File: src/rtl/proc_pkg.sv
// rtl/proc_pkg.sv - shared opcode, field and multdiv state definitions
package proc_pkg;

    localparam int OPCODE_HI = 31;
    localparam int OPCODE_LO = 27;
    localparam int RD_HI     = 26;
    localparam int RD_LO     = 22;
    localparam int ALUOP_HI  = 6;
    localparam int ALUOP_LO  = 2;

    localparam logic [4:0] OP_ALU  = 5'b00000;
    localparam logic [4:0] OP_LW   = 5'b01000;
    localparam logic [4:0] ALU_MUL = 5'b00110;
    localparam logic [4:0] ALU_DIV = 5'b00111;

    typedef enum logic [1:0] {
        MD_IDLE,
        MD_START,
        MD_BUSY,
        MD_DONE
    } md_state_t;

endpackage

File: src/rtl/multdiv_hazard_ctrl_if.sv
// rtl/multdiv_hazard_ctrl_if.sv - pipeline/multdiv signal bundle for the sequencing controller
interface multdiv_hazard_ctrl_if;

    logic        d_valid;
    logic [4:0]  d_rA;
    logic [4:0]  d_rB;
    logic        x_valid;
    logic [31:0] x_insn;
    logic        md_ready;
    logic        md_exc;

    logic        md_start_mult;
    logic        md_start_div;
    logic        stall_x;
    logic        stall_fd;
    logic        bubble_dx;
    logic        md_done;
    logic        md_exc_out;
    logic        md_timeout_err;
    logic [31:0] stall_count;

    // Pipeline side: supplies stage contents and multdiv status, consumes controls.
    modport master (
        output d_valid, d_rA, d_rB, x_valid, x_insn, md_ready, md_exc,
        input  md_start_mult, md_start_div, stall_x, stall_fd, bubble_dx,
               md_done, md_exc_out, md_timeout_err, stall_count
    );

    modport slave (
        input  d_valid, d_rA, d_rB, x_valid, x_insn, md_ready, md_exc,
        output md_start_mult, md_start_div, stall_x, stall_fd, bubble_dx,
               md_done, md_exc_out, md_timeout_err, stall_count
    );

endinterface

File: src/rtl/md_watchdog.sv
// rtl/md_watchdog.sv - BUSY-cycle counter that flags the last allowed multdiv cycle
module md_watchdog #(
    parameter int MD_TIMEOUT = 40
) (
    input  logic clock,
    input  logic reset,
    input  logic clear,
    input  logic enable,
    output logic expired
);

    localparam logic [7:0] LAST = 8'(MD_TIMEOUT - 1);

    logic [7:0] count;

    always_ff @(posedge clock) begin
        if (reset || clear) begin
            count <= 8'd0;
        end else if (enable && count != 8'hFF) begin
            count <= count + 8'd1;
        end
    end

    assign expired = (count == LAST);

endmodule

File: src/rtl/multdiv_hazard_ctrl.sv
// rtl/multdiv_hazard_ctrl.sv - multdiv sequencing FSM plus load-use hazard detection
module multdiv_hazard_ctrl
    import proc_pkg::*;
#(
    parameter int MD_TIMEOUT = 40
) (
    input  logic                   clock,
    input  logic                   reset,
    multdiv_hazard_ctrl_if.slave   bus
);

    md_state_t   state;
    logic [4:0]  x_opcode;
    logic [4:0]  x_aluop;
    logic [4:0]  x_rd;
    logic        is_md;
    logic        is_mul;
    logic        is_lw;
    logic        hazard;
    logic        stall_x_c;
    logic        expired;
    logic        unused_insn_bits;

    logic        start_mult_q;
    logic        start_div_q;
    logic        done_q;
    logic        exc_out_q;
    logic        timeout_err_q;
    logic [31:0] stall_count_q;

    assign x_opcode = bus.x_insn[OPCODE_HI:OPCODE_LO];
    assign x_aluop  = bus.x_insn[ALUOP_HI:ALUOP_LO];
    assign x_rd     = bus.x_insn[RD_HI:RD_LO];
    assign unused_insn_bits = ^{bus.x_insn[RD_LO-1:ALUOP_HI+1], bus.x_insn[ALUOP_LO-1:0]};

    assign is_mul = (x_aluop == ALU_MUL);
    assign is_md  = bus.x_valid && (x_opcode == OP_ALU) && (is_mul || x_aluop == ALU_DIV);
    assign is_lw  = bus.x_valid && (x_opcode == OP_LW);

    assign hazard = is_lw && (x_rd != 5'd0) && bus.d_valid &&
                    ((x_rd == bus.d_rA) || (x_rd == bus.d_rB));

    // Low in DONE so the mul/div leaves X exactly once.
    assign stall_x_c = ((state == MD_IDLE) && is_md) || (state == MD_START) || (state == MD_BUSY);

    md_watchdog #(.MD_TIMEOUT(MD_TIMEOUT)) u_watchdog (
        .clock   (clock),
        .reset   (reset),
        .clear   (state != MD_BUSY),
        .enable  (state == MD_BUSY),
        .expired (expired)
    );

    always_ff @(posedge clock) begin
        if (reset) begin
            state         <= MD_IDLE;
            start_mult_q  <= 1'b0;
            start_div_q   <= 1'b0;
            done_q        <= 1'b0;
            exc_out_q     <= 1'b0;
            timeout_err_q <= 1'b0;
            stall_count_q <= 32'd0;
        end else begin
            start_mult_q <= 1'b0;
            start_div_q  <= 1'b0;
            done_q       <= 1'b0;
            exc_out_q    <= 1'b0;

            if ((stall_x_c || hazard) && stall_count_q != 32'hFFFF_FFFF) begin
                stall_count_q <= stall_count_q + 32'd1;
            end

            case (state)
                MD_IDLE: begin
                    if (is_md) begin
                        // The start flops double as the latched op type for the START cycle.
                        state        <= MD_START;
                        start_mult_q <= is_mul;
                        start_div_q  <= !is_mul;
                    end
                end
                MD_START: begin
                    state <= MD_BUSY;
                end
                MD_BUSY: begin
                    if (bus.md_ready) begin
                        state     <= MD_DONE;
                        done_q    <= 1'b1;
                        exc_out_q <= bus.md_exc;
                    end else if (expired) begin
                        state         <= MD_DONE;
                        done_q        <= 1'b1;
                        exc_out_q     <= 1'b1;
                        timeout_err_q <= 1'b1;
                    end
                end
                MD_DONE: begin
                    state <= MD_IDLE;
                end
                default: begin
                    state <= MD_IDLE;
                end
            endcase
        end
    end

    assign bus.stall_x        = stall_x_c;
    assign bus.stall_fd       = hazard && !stall_x_c;
    assign bus.bubble_dx      = hazard && !stall_x_c;
    assign bus.md_start_mult  = start_mult_q;
    assign bus.md_start_div   = start_div_q;
    assign bus.md_done        = done_q;
    assign bus.md_exc_out     = exc_out_q;
    assign bus.md_timeout_err = timeout_err_q;
    assign bus.stall_count    = stall_count_q;

endmodule

File: src/flat_wrapper.sv
// flat-port wrapper written by rule: the top's interface ports become plain ports
module multdiv_hazard_ctrl_flat import proc_pkg::*;
#(
    parameter int MD_TIMEOUT = 40
)
  (clock, reset, bus_d_valid, bus_d_rA, bus_d_rB, bus_x_valid, bus_x_insn, bus_md_ready, bus_md_exc, bus_md_start_mult, bus_md_start_div, bus_stall_x, bus_stall_fd, bus_bubble_dx, bus_md_done, bus_md_exc_out, bus_md_timeout_err, bus_stall_count);
  multdiv_hazard_ctrl_if bus_i ();
  input  logic clock;
  input  logic reset;
  input wire logic [$bits(bus_i.d_valid)-1:0] bus_d_valid;
  input wire logic [$bits(bus_i.d_rA)-1:0] bus_d_rA;
  input wire logic [$bits(bus_i.d_rB)-1:0] bus_d_rB;
  input wire logic [$bits(bus_i.x_valid)-1:0] bus_x_valid;
  input wire logic [$bits(bus_i.x_insn)-1:0] bus_x_insn;
  input wire logic [$bits(bus_i.md_ready)-1:0] bus_md_ready;
  input wire logic [$bits(bus_i.md_exc)-1:0] bus_md_exc;
  output wire logic [$bits(bus_i.md_start_mult)-1:0] bus_md_start_mult;
  output wire logic [$bits(bus_i.md_start_div)-1:0] bus_md_start_div;
  output wire logic [$bits(bus_i.stall_x)-1:0] bus_stall_x;
  output wire logic [$bits(bus_i.stall_fd)-1:0] bus_stall_fd;
  output wire logic [$bits(bus_i.bubble_dx)-1:0] bus_bubble_dx;
  output wire logic [$bits(bus_i.md_done)-1:0] bus_md_done;
  output wire logic [$bits(bus_i.md_exc_out)-1:0] bus_md_exc_out;
  output wire logic [$bits(bus_i.md_timeout_err)-1:0] bus_md_timeout_err;
  output wire logic [$bits(bus_i.stall_count)-1:0] bus_stall_count;
  assign bus_i.d_valid = bus_d_valid;
  assign bus_i.d_rA = bus_d_rA;
  assign bus_i.d_rB = bus_d_rB;
  assign bus_i.x_valid = bus_x_valid;
  assign bus_i.x_insn = bus_x_insn;
  assign bus_i.md_ready = bus_md_ready;
  assign bus_i.md_exc = bus_md_exc;
  assign bus_md_start_mult = bus_i.md_start_mult;
  assign bus_md_start_div = bus_i.md_start_div;
  assign bus_stall_x = bus_i.stall_x;
  assign bus_stall_fd = bus_i.stall_fd;
  assign bus_bubble_dx = bus_i.bubble_dx;
  assign bus_md_done = bus_i.md_done;
  assign bus_md_exc_out = bus_i.md_exc_out;
  assign bus_md_timeout_err = bus_i.md_timeout_err;
  assign bus_stall_count = bus_i.stall_count;
  multdiv_hazard_ctrl #(.MD_TIMEOUT(MD_TIMEOUT)) u_core (.clock(clock), .reset(reset), .bus(bus_i));
endmodule
File: config.mk
export PLATFORM = sky130hd
export DESIGN_NAME = multdiv_hazard_ctrl_flat
export DESIGN_NICKNAME = d
export VERILOG_FILES = /design/src/rtl/proc_pkg.sv /design/src/rtl/multdiv_hazard_ctrl_if.sv /design/src/rtl/md_watchdog.sv /design/src/rtl/multdiv_hazard_ctrl.sv /design/src/flat_wrapper.sv
export SDC_FILE = /design/constraint.sdc
export NUM_CORES = 1
export LEC_CHECK = 0
export BUFFER_PORTS_ARGS = -buffer_cell sky130_fd_sc_hd__buf_4
export CORE_MARGIN = 3
export CORE_UTILIZATION = 45
export CTS_BUF_LIST = sky130_fd_sc_hd__clkbuf_8
export CTS_CLUSTER_SIZE = 40
export DETAILED_ROUTE_END_ITERATION = 8
export PLACE_DENSITY = 0.81
export SYNTH_ARGS = -nofsm -noshare
export SYNTH_HDL_FRONTEND = slang
export SYNTH_SLANG_ARGS = --single-unit
File: constraint.sdc
create_clock -name clock -period 2.3 [get_ports clock]
set_input_delay 0.115 -clock clock [delete_from_list [all_inputs] [get_ports clock]]
set_output_delay 0.115 -clock clock [all_outputs]
set_load 0.01 [all_outputs]
Word-level counts from Yosys, hierarchy flattened
Index checks and enable logic that the tools add are counted.

operators by class
  add/subtract/negate cells = 2
  $mul = 0
  divide/modulo/power cells = 0
  $lt $le $gt $ge = 0
  equality and inequality tests = 14
  shifts and indexed selects = 0
  mux-type cells = 7
  bitwise logic cells = 4
  reduce and logical (&&, ||, !) cells = 25

operators by type and width
  operator                 count
  $add A32 B1 Y32 const B  1
  $ne A32 B32 Y1 const B   1
  $eq A5 B3 Y1 const B     2
  $eq A5 B5 Y1             2
  $logic_and A1 B1 Y1      10
  $add A8 B1 Y8 const B    1
  $eq A8 B6 Y1 const B     1
  $ne A8 B8 Y1 const B     1
  $pmux W2 S4              1
  $logic_or A1 B1 Y1       6
  $mux W2                  3
  $eq A5 B4 Y1 const B     1
  $logic_not A5 Y1         1
  $reduce_bool A5 Y1       1
  $eq A2 B2 Y1 const B     2
  $not A1 Y1               4
  $mux W1                  3
  $ne A3 B2 Y1 const B     1
  $reduce_and A3 Y1        1
  $reduce_or A3 Y1         1
  $eq A2 B1 Y1 const B     1
  $logic_not A1 Y1         2
  $logic_not A2 Y1         1
  $ne A2 B1 Y1 const B     1
  other kinds (3)          3

word-level totals
  bits in registers = 47
  latch bits = 0
  memory bits (writable) = 0
  ROM bits = 0
  input bits = 48
  output and inout port bits = 40
  logic and storage cells = 60
  memories kept = 0

Depth between registers and ports, before layout
  depth after elaboration = 8
  gate-level depth with buffers = 10
  mapped depth without buffers = 9

Hierarchy
From an unflattened synthesis, not the netlist that was laid out.

second synthesis, totals
  cells, all modules = 292
  area total of the unflattened synthesis = 2483.6 µm²

by module, submodules not included
  module               times used  cells each  area an instance (µm²)  sequential area each (µm²)
  multdiv_hazard_ctrl  1           245         2055.7                  780.7
  md_watchdog          1           47          427.9                   160.2

Worst setup path before layout
Ideal clock, no wire load.

  path kind = register to register
  from = register u_core.stall_count_q[0] (netlist: u_core.bus.stall_count[0])
  to = register u_core.stall_count_q[7] (netlist: u_core.bus.stall_count[7])
  library setup time = 0.128 ns
  arrival = 1.876 ns
  required time = 2.172 ns
  setup slack = 0.296 ns
  stages on the path, launching flop included = 11
  path buffers = 2
  clock period less this slack = 2.004 ns
  path through = dfxtp_1 ha_1 and4_1 nand4_4 nand2b_4 nor2_4 buf_12 buf_12 nor3_2 xnor2_1 nor2_1

between the ends
  cells in the longest elaborated chain, start to end = 2
  elaborated cells on any way between the ends = 3
  classes of those cells = add/sub (1); eq/ne (1); reduce/logical (1)

RTL lines
  item                                                     line                       source
  start, declared                                          multdiv_hazard_ctrl.sv:29  logic [31:0] stall_count_q;
  start signal, assigned                                   multdiv_hazard_ctrl.sv:70  stall_count_q <= stall_count_q + 32'd1;
  branches (longest 2 deep; another with $add A32 B1 Y32)  --

Parallel ways; which one is timed is not known.
A chain may end at the register's enable or synchronous reset.

Final worst setup path
  from = register u_core.stall_count_q[1] (netlist: u_core.bus.stall_count[1])
  to = register u_core.stall_count_q[19] (netlist: u_core.bus.stall_count[19])

Same word-level chain as after synthesis.

==> results.ini <==
[timing]
hold-worst-slack_ns=0.00513
slew_violations=0
rsz0062_at_grt=false
max_freq_mhz=466
post-route-min-period_ns=2.15
finalHoldViolCount=0
relSlewSlack_pct=68.1
setup_tns_ns=0
tightest_slew_ns=0.476
timing.final.ws_setup_ns=0.152
setup_viol=0
fin_crit_sh_pct=93.4
finClkSkew_ns=0.0102

[global_route]
busiest_layer=met2
grt_first_pass_wirelength_mm=9.74
grt_max_degree=39
grt_pass1_vias=2188
grt_overflow=0
grt_use_met3_pct=5.26
grtUsageMet2_pct=29.2
gr-usage-met1_pct=19.6
grt_use_total_pct=16.6
antenna_found_initial=0

[synth]
synth-seq-area-share_pct=35.1
yosysTopAreaCell=dfxtp_1
synth_area_per_cell_sq_um=9.32
synth_fa_ha_area_share_pct=2.80
synth_compound_area_share_pct=4.76
syn_inst=288
synth_top_family_by_area=simple AND/OR/NAND/NOR gates
synth-xor-area-share_pct=14.4
yosys_warnings=0
synth_area_leaders=dfxtp_1 (35%), xnor2_1 (13%), nor2_1 (6.6%), nor4_2 (5.1%), nor3_2 (4.5%)
synth_top_area_share_pct=35.1
yosys.area_share.simple_pct=36.6
ys_ff_latch=47
synth.area.mux_share_pct=0.746
syn_nets=342
syn_area_sq_mm=0.00268
synthDistinctLibCells=47

[clocking]
postCtsSetupBuffers=0
cts.clk_slew.worst_paths_ns=0.09
cts_resized=0
clk_path_buf_depth=2
clk-insertion-delay-late_ns=0.30
clock_sink_count=47
cts_tree=done
root_buffer=clkbuf_8
cts_hold_buffers=1
numCtsBuffers=5
htree_levels=2

[drt]
first_pass_iters=4
avgViaCountPerCell=5.17
drt-initial-drc-count=96
vias=2242
ant_nets=0
wl_mm=5.65
drc=0
wl_per_cell_microns=13.0

[placed_design]
io_buffers=70
gp_congestion=0.739
post-place-ws_ns=0.165
place_area_sq_mm=0.00325
dp_hpwl_mm=4.28

[critical_path]
critPathKind=reg2reg
cp_max_fo=30
crit_arrival_ns=2.33
cp-start-kind=flop
crit_required_ns=2.48
cp-end-kind=flop

[pwr]
p_per_area_mw_per_mm2=540
combinationalPowerShare_pct=25.3
intPower_mw=1.24
sequentialPowerShare_pct=46.9
switching_share_pct=31.7
ir_drop_v=0.000324
p_sw_mw=0.573
p_leak_nw=1.20
p_clk_share_pct=27.8

[flow_run]
cap_viol_max_count=0

[layout]
fin_nets=415
antennaDiodeCount=0
fin_area_sq_mm=0.00335
syn_to_final_growth_pct=24.8
final_cell_mix=buf_4 (77), nor2_1 (47), dfxtp_1 (47)
final_util_pct=59.3
final_common_cell=buf_4
drive_gt1_share_pct=34.3

[floorplan]
die_area_sq_mm=0.00693
num_io_pins=88
die_h_microns=83.2
row_count=27
fp.dieW_microns=83.2
start_util_pct=47.6
core-area_sq_mm=0.00564

[hold_path]
hold_path_class=in2reg

[outcome]
status=complete, no violations

[critical path, cell delays in order, from the launching register on]
cell      delay (ns)
dfxtp_1         0.35
ha_1            0.22
and4_1          0.24
nand4_4         0.16
nand2b_4        0.21
nor2_4          0.05
buf_12          0.18
nor4_2          0.38
a21o_1          0.19
a21oi_1         0.06
[state kept, by name, summed over array words and instances (netlist names)]
signal / count
u_core.bus.md_done: 1
u_core.bus.md_exc_out: 1
u_core.bus.md_start_div: 1
u_core.bus.md_start_mult: 1
u_core.bus.md_timeout_err: 1
u_core.bus.stall_count: 32
u_core.state: 2
u_core.u_watchdog.count: 8
[Yosys cell counts (all sizes together)]
cell,n
o211ai,1
a21o,1
nor4,13
xnor2,41
buf,8
xor2,3
o22ai,1
dfxtp,47
a21oi,5
nor3b,3
nand4,13
o31a,1
nand2b,2
o21ai,4
a311oi,1
inv,8
and3b,1
and4,4
nor3,17
a211oi,1
nor4b,2
o21a,1
or3,2
nor2,50
and2,2
clkbuf,5
nand3,15
mux2i,2
and3,6
a31oi,2
or4,1
nand2,19
ha,6
[final timing paths]
path	from	end	slack, ns	cells after the start
worst max-delay path	u_core.bus.stall_count[1]	u_core.bus.stall_count[19]	0.15	9
worst min-delay path	bus_md_exc	u_core.bus.md_exc_out	0.005	2
worst max register to register	u_core.bus.stall_count[1]	u_core.bus.stall_count[19]	0.15	9
worst min register to register	u_core.bus.md_timeout_err	u_core.bus.md_timeout_err	0.51	2
[logic make-up (layout without fill, tap and decap cells)]
| kind of cell | after synthesis | after routing |
|---|---|---|
| flip-flops | 47 | 47 |
| XOR/XNOR | 44 | 44 |
| AO/OA/AOI/OAI | 18 | 18 |
| adder cells (fa/ha/maj) | 6 | 6 |
| buffers and inverters | 21 | 95 |
| AND/OR/NAND/NOR | 150 | 150 |
| multiplexers | 2 | 2 |
[layer usage]
layer,up-vias,wire (microns)
met5,-,0
met4,0,49
met3,5,337
met2,48,2780
met1,1051,2480
li1,1138,-
[stage by stage]
step / instances / total power [mW]
6_report: 434 / 1.81
5_1_grt: 434 / 1.92
4_1_cts: 434 / 1.83
3_5_place_dp: 425 / 1.33
3_3_place_gp: 425 / 1.32
2_1_floorplan: 288 / 1.22
[power groups by stage]
| stage | sequential, mW | clock [mW] | combinational, mW |
|---|---|---|---|
| floorplan | 0.876 | 0 | 0.343 |
| global placement | 0.866 | 0 | 0.450 |
| detailed placement | 0.868 | 0 | 0.457 |
| CTS | 0.849 | 0.516 | 0.461 |
| global route | 0.852 | 0.557 | 0.508 |
| finish | 0.849 | 0.502 | 0.458 |
[cell type report]
class                      instances  area, sq um
multi-input combinational        220         1590
fill                             512         2290
tap                               72         90.1
sequential                        47          941
clock buffer                       5         68.8
inverter                           8         30.0
timing repair buffer              79          608
clock inverter                     3         18.8
No activity file was read; power rests on OpenSTA's default activity.
